## config.mk

```make
export PLATFORM = sky130hd
export DESIGN_NAME = main_fsm
export DESIGN_NICKNAME = d
export VERILOG_FILES = /design/src/rtl/main_fsm_pkg.sv /design/src/rtl/main_outdec.sv /design/src/rtl/main_fsm.sv
export SDC_FILE = /design/constraint.sdc
export NUM_CORES = 1
export LEC_CHECK = 0
export CAP_MARGIN = 25
export CORE_AREA = 5 5 46 48
export DETAILED_ROUTE_END_ITERATION = 6
export DIE_AREA = 0 0 51 53
export PLACE_DENSITY_LB_ADDON = 0.08
export SETUP_SLACK_MARGIN = 0.02
export SLEW_MARGIN = 20
export SYNTH_ARGS = -nofsm -noshare
export SYNTH_HDL_FRONTEND = slang
export SYNTH_HIERARCHICAL = 1
export SYNTH_SLANG_ARGS = --single-unit
```

## constraint.sdc

```tcl
create_clock -name clk -period 2.3 [get_ports clk]
set_input_delay 0.23 -clock clk [delete_from_list [all_inputs] [get_ports clk]]
set_output_delay 0.23 -clock clk [all_outputs]
set_load 0.01 [all_outputs]
```

## src/rtl/main_fsm_pkg.sv

```systemverilog
// Shared encodings for the multicycle controller: state codes, opcodes,
// mux-select encodings and the decoded control word.
package main_fsm_pkg;

   localparam logic [3:0] S_FETCH   = 4'd0;
   localparam logic [3:0] S_DECODE  = 4'd1;
   localparam logic [3:0] S_MEMADR  = 4'd2;
   localparam logic [3:0] S_MEMRD   = 4'd3;
   localparam logic [3:0] S_MEMWB   = 4'd4;
   localparam logic [3:0] S_MEMWR   = 4'd5;
   localparam logic [3:0] S_RTYPEEX = 4'd6;
   localparam logic [3:0] S_RTYPEWB = 4'd7;
   localparam logic [3:0] S_BEQEX   = 4'd8;
   localparam logic [3:0] S_ADDIEX  = 4'd9;
   localparam logic [3:0] S_ADDIWB  = 4'd10;
   localparam logic [3:0] S_JEX     = 4'd11;

   localparam logic [5:0] OP_RTYPE = 6'b000000;
   localparam logic [5:0] OP_LW    = 6'b100011;
   localparam logic [5:0] OP_SW    = 6'b101011;
   localparam logic [5:0] OP_BEQ   = 6'b000100;
   localparam logic [5:0] OP_ADDI  = 6'b001000;
   localparam logic [5:0] OP_J     = 6'b000010;

   localparam logic [1:0] ALUOP_ADD   = 2'b00;
   localparam logic [1:0] ALUOP_SUB   = 2'b01;
   localparam logic [1:0] ALUOP_FUNCT = 2'b10;

   localparam logic [1:0] SRCB_B       = 2'b00;
   localparam logic [1:0] SRCB_FOUR    = 2'b01;
   localparam logic [1:0] SRCB_IMM     = 2'b10;
   localparam logic [1:0] SRCB_IMM_SH2 = 2'b11;

   localparam logic [1:0] PCSRC_ALURESULT = 2'b00;
   localparam logic [1:0] PCSRC_ALUOUT    = 2'b01;
   localparam logic [1:0] PCSRC_JUMP      = 2'b10;

   // Raw per-state control word; mem_gated marks states whose strobes
   // only fire once the memory reports completion.
   typedef struct packed {
      logic       iord;
      logic       alusrca;
      logic [1:0] alusrcb;
      logic       regdst;
      logic       memtoreg;
      logic [1:0] pcsrc;
      logic [1:0] aluop;
      logic       irwrite;
      logic       memwrite;
      logic       regwrite;
      logic       pcwrite;
      logic       branch;
      logic       mem_gated;
   } ctrl_t;

   function automatic logic is_legal_op(input logic [5:0] op);
      logic legal;
      case (op)
         OP_RTYPE, OP_LW, OP_SW, OP_BEQ, OP_ADDI, OP_J: legal = 1'b1;
         default:                                      legal = 1'b0;
      endcase
      return legal;
   endfunction

endpackage

```

## src/rtl/main_outdec.sv

```systemverilog
// Pure combinational decode from controller state to the raw control word.
module main_outdec
   import main_fsm_pkg::*;
(
   input  logic [3:0] state,
   output ctrl_t      ctrl
);

   always_comb begin
      ctrl = '0;
      case (state)
         S_FETCH: begin
            ctrl.alusrcb   = SRCB_FOUR;
            ctrl.irwrite   = 1'b1;
            ctrl.pcwrite   = 1'b1;
            ctrl.mem_gated = 1'b1;
         end
         S_DECODE: begin
            ctrl.alusrcb = SRCB_IMM_SH2;
         end
         S_MEMADR, S_ADDIEX: begin
            ctrl.alusrca = 1'b1;
            ctrl.alusrcb = SRCB_IMM;
         end
         S_MEMRD: begin
            ctrl.iord = 1'b1;
         end
         S_MEMWR: begin
            ctrl.iord      = 1'b1;
            ctrl.memwrite  = 1'b1;
            ctrl.mem_gated = 1'b1;
         end
         S_MEMWB: begin
            ctrl.regwrite = 1'b1;
            ctrl.memtoreg = 1'b1;
         end
         S_RTYPEEX: begin
            ctrl.alusrca = 1'b1;
            ctrl.aluop   = ALUOP_FUNCT;
         end
         S_RTYPEWB: begin
            ctrl.regwrite = 1'b1;
            ctrl.regdst   = 1'b1;
         end
         S_BEQEX: begin
            ctrl.alusrca = 1'b1;
            ctrl.aluop   = ALUOP_SUB;
            ctrl.pcsrc   = PCSRC_ALUOUT;
            ctrl.branch  = 1'b1;
         end
         S_ADDIWB: begin
            ctrl.regwrite = 1'b1;
         end
         S_JEX: begin
            ctrl.pcsrc   = PCSRC_JUMP;
            ctrl.pcwrite = 1'b1;
         end
         default: ;
      endcase
   end

endmodule

```

## src/rtl/main_fsm.sv

```systemverilog
// Multicycle main controller: state register, next-state logic, and the
// mem_ready / reset gating applied on top of the per-state decode.
module main_fsm
   import main_fsm_pkg::*;
(
   input  logic       clk,
   input  logic       reset_n,
   input  logic [5:0] op,
   input  logic       zero,
   input  logic       mem_ready,
   output logic       iord,
   output logic       alusrca,
   output logic [1:0] alusrcb,
   output logic       regdst,
   output logic       memtoreg,
   output logic [1:0] pcsrc,
   output logic [1:0] aluop,
   output logic       irwrite,
   output logic       memwrite,
   output logic       regwrite,
   output logic       pcen,
   output logic       illegal_op,
   output logic [3:0] state
);

   logic [3:0] state_q;
   logic [3:0] state_d;
   ctrl_t      ctrl;
   logic       strobe_ok;

   always_ff @(posedge clk or negedge reset_n) begin
      if (!reset_n) state_q <= S_FETCH;
      else          state_q <= state_d;
   end

   always_comb begin
      state_d = S_FETCH;
      case (state_q)
         S_FETCH:   state_d = mem_ready ? S_DECODE : S_FETCH;
         S_DECODE: begin
            case (op)
               OP_LW, OP_SW: state_d = S_MEMADR;
               OP_RTYPE:     state_d = S_RTYPEEX;
               OP_BEQ:       state_d = S_BEQEX;
               OP_ADDI:      state_d = S_ADDIEX;
               OP_J:         state_d = S_JEX;
               default:      state_d = S_FETCH;
            endcase
         end
         S_MEMADR:  state_d = (op == OP_SW) ? S_MEMWR : S_MEMRD;
         S_MEMRD:   state_d = mem_ready ? S_MEMWB : S_MEMRD;
         S_MEMWR:   state_d = mem_ready ? S_FETCH : S_MEMWR;
         S_RTYPEEX: state_d = S_RTYPEWB;
         S_ADDIEX:  state_d = S_ADDIWB;
         default:   state_d = S_FETCH;
      endcase
   end

   main_outdec u_outdec (
      .state (state_q),
      .ctrl  (ctrl)
   );

   // mem_ready means the access issued by the current state completes this
   // cycle; states waiting on it hold and suppress their strobes until then.
   assign strobe_ok = reset_n & (~ctrl.mem_gated | mem_ready);

   assign iord     = ctrl.iord;
   assign alusrca  = ctrl.alusrca;
   assign alusrcb  = ctrl.alusrcb;
   assign regdst   = ctrl.regdst;
   assign memtoreg = ctrl.memtoreg;
   assign pcsrc    = ctrl.pcsrc;
   assign aluop    = ctrl.aluop;

   assign irwrite    = ctrl.irwrite  & strobe_ok;
   assign memwrite   = ctrl.memwrite & strobe_ok;
   assign regwrite   = ctrl.regwrite & strobe_ok;
   assign pcen       = ((ctrl.pcwrite & strobe_ok) | (ctrl.branch & zero)) & reset_n;
   assign illegal_op = reset_n & (state_q == S_DECODE) & ~is_legal_op(op);

   assign state = state_q;

endmodule
```

==> impl_metrics.yaml, run 1 <==
sta:
  finalMaxSlewViolations: 0
  slew_headroom: 0.707
  grt_setup_unrepaired: "no"
  finalCriticalPeriod_ns: 2.21
  tightestPinTransition_ns: 0.434
  setup_ws_ns: 0.0892
  fmax_mhz: 452
  fin_crit_sh: 0.961
  worst_hold_slack_ns: 0.260
  hold_viol: 0
  setup_tns_ns: 0
  setup_viol: 0
  skew_ns: 0.00282
pwr:
  pwr-share-seq: 0.152
  pwr-share-comb: 0.749
  p_leak_nw: 0.435
  p_int_mw: 0.506
  ir_drop_mv: 0.514
  switching_power_mw: 0.341
  clockPowerShare: 0.099
  switching_share: 0.402
  power_density_nw_per_um2: 861
placement:
  globalplace.congestion: 0.811
  dp_hpwl_mm: 1.33
  port_buffers: 28
  dp_slack_ns: 0.138
  place_inst: 124
cells_and_area:
  largest_register_ffs: 4
  antenna_cells: 0
  area_growth_pct: 57.8
  layout-drive-gt1-share: 0.202
  final_cell_mix: "clkdlybuf4s50_1 (26), buf_4 (9), nor2_1 (6)"
  final_nets: 126
  final_common_cell: "clkdlybuf4s50_1"
  layoutNonFillerInstCount: 131
synth:
  synth.yosys.seq_area_share: 0.161
  yosysWarnings: 6
  synth-edff-count: 0
  synthesis.nets: 91
  synth_cell_type_count: 39
  synth-seq-cells: 4
  synth_flop_cell: "dfrtp_1"
  synthCells: 81
  synthArstFlopShare: 1.00
  synth.avg_cell_area_um2: 7.69
  synth_area_um2: 623
clocking:
  hold_buffers: 0
  htreeDepth: 1
  cts_made_buffers: 3
  clk_latency_ns: 0.23
  clock_sinks: 4
  cts_tree: "built"
  clockBufferDepth: 2
  cts-root-buf: "clkbuf_4"
  clk_pin_slew_ns: 0.04
routing:
  firstDrtPassIters: 4
  viasPerCell: 5.59
  routed-via-count: 732
  wirelength_mm: 1.78
  drc: 0
  ant_nets: 0
  wl_per_cell_um: 13.6
  first_iter_violations: 4
grt:
  grt_max_degree: 18
  gr-total-overflow: 0
  track_usage: 0.132
  first_global_vias: 644
  grt_first_pass_wirelength_mm: 2.76
  antenna_found_initial: 0
floorplan:
  dieWidth_um: 51
  dieArea_um2: 2700
  initial_core_util: 0.373
  design.core.area_um2: 1670
  rows: 15
  pin_count: 29
  fp.dieH_um: 53
critical_path:
  cp_top_family: "simple AND/OR/NAND/NOR gates"
  cp_num_buf_inv: 1
  path_max_fanout: 6
  r2r-end: "state[2]"
  worstSetupPathType: "register to primary output"
  r2r-start: "state[3]"
  ff2ff_path_depth: 4
  path_cells: "or4b_4 -> o211ai_2 -> and3_1 -> clkdlybuf4s50_1"
  cp_data_arrival_time_ns: 1.98
  cp_data_required_time_ns: 2.07
  cp_slowest_stage_delay_ns: 0.55
  slowest_stage: "or4b_4"
  start_kind: "register"
  rrSetupSlack_ns: 0.89
  cp-startpoint: "state[0]"
  crit_path_end_kind: "primary output"
status:
  status: "finished clean"
job:
  drv_cap: 0
worst_hold_path:
  worstHoldPathType: "primary input to async pin"
[Yosys cell counts (all sizes together) (2+ instances only)]
| cell type | n | area (um^2) |
|---|---|---|
| nand3 | 3 | 15.0 |
| and3 | 4 | 25.0 |
| nand2b | 3 | 18.8 |
| or2b | 2 | 16.3 |
| nor3b | 3 | 22.5 |
| buf | 8 | 62.6 |
| nor2 | 6 | 22.5 |
| xor2 | 3 | 26.3 |
| nand2 | 2 | 7.51 |
| nor4 | 2 | 12.5 |
| dfrtp | 4 | 100 |
| o211ai | 3 | 27.5 |
| o21ai | 6 | 30.0 |
| a21oi | 2 | 10.0 |
| nor4b | 2 | 23.8 |
| nor2b | 3 | 18.8 |
| nand4 | 3 | 18.8 |
| inv | 3 | 11.3 |
| and4b | 2 | 20.0 |
| nor3 | 5 | 25.0 |
[per-layer routing]
layer	track usage	vias to the layer above	routed length [um]
met5	0	-	0
met4	0.0314	0	0
met3	0.0366	0	112
met2	0.249	21	917
met1	0.146	341	747
li1	-	370	-
[kinds of logic after synthesis]
group	share of synthesized area
AOI/OAI and AO/OA	0.189
and+or+nand+nor	0.476
buffers and inverters	0.118
xor gates and xnor gates	0.0562
DFF	0.161
[power by group through the flow]
stage / logic [mW] / registers (mW) / clock network (mW)
2_1_floorplan: 0.318 / 0.141 / 0
3_3_place_gp: 0.578 / 0.132 / 0
3_5_place_dp: 0.582 / 0.131 / 0
4_1_cts: 0.586 / 0.134 / 0.0864
5_1_grt: 0.696 / 0.133 / 0.0930
6_report: 0.634 / 0.128 / 0.0840
[timing repair]
item / in CTS / in global routing
setup endpoints to repair: 2 / 6
gates cloned: 0 / 0
buffers inserted: 0 / 4
gates resized for setup: 3 / 5
[layout make-up]
type	count	area [um^2]
fillers	161	687
multi-input cells	66	460
repair buffers	38	364
flip-flops and latches	4	104
clock buffers	3	22.5
well taps	17	21.3
inverters	3	11.3
[worst reg2reg max path: stages, from the launching register on]
cell,delay (ns)
dfrtp_2,0.44
buf_4,0.19
nor4b_1,0.43
nand4_1,0.14
o211ai_1,0.10
[how the worst max path moves through the flow]
stage | endpoint | slack (ns) | depth (start not counted)
6_report | regwrite | 0.09 | 4
5_1_grt | illegal_op | 0.03 | 4
4_1_cts | pcen | 0.02 | 6
3_5_place_dp | illegal_op | 0.14 | 5
3_3_place_gp | illegal_op | 0.14 | 5
2_1_floorplan | pcen | 0.48 | 5
[per-stage QoR]
step / power (mW) / instance area (um^2) / util
detailed placement: 0.713 / 907 / 0.543
floorplan: 0.459 / 623 / -
global placement: 0.711 / 907 / 0.543
CTS: 0.807 / 937 / 0.561
finish: 0.846 / 983 / 0.589
global route: 0.922 / 983 / 0.589
(Power assumes the default switching activity.)
==> run 2: changes to the inputs <==
--- a/config.mk
+++ b/config.mk
@@ -5,6 +5,7 @@
 export SDC_FILE = /design/constraint.sdc
 export NUM_CORES = 1
 export LEC_CHECK = 0
+export ABC_CLOCK_PERIOD_IN_PS = 2300
 export CAP_MARGIN = 25
 export CORE_AREA = 5 5 46 48
 export DETAILED_ROUTE_END_ITERATION = 6
==> results of run 2 <==
No change in the layout: final DEF, timing and power equal those of run 1.
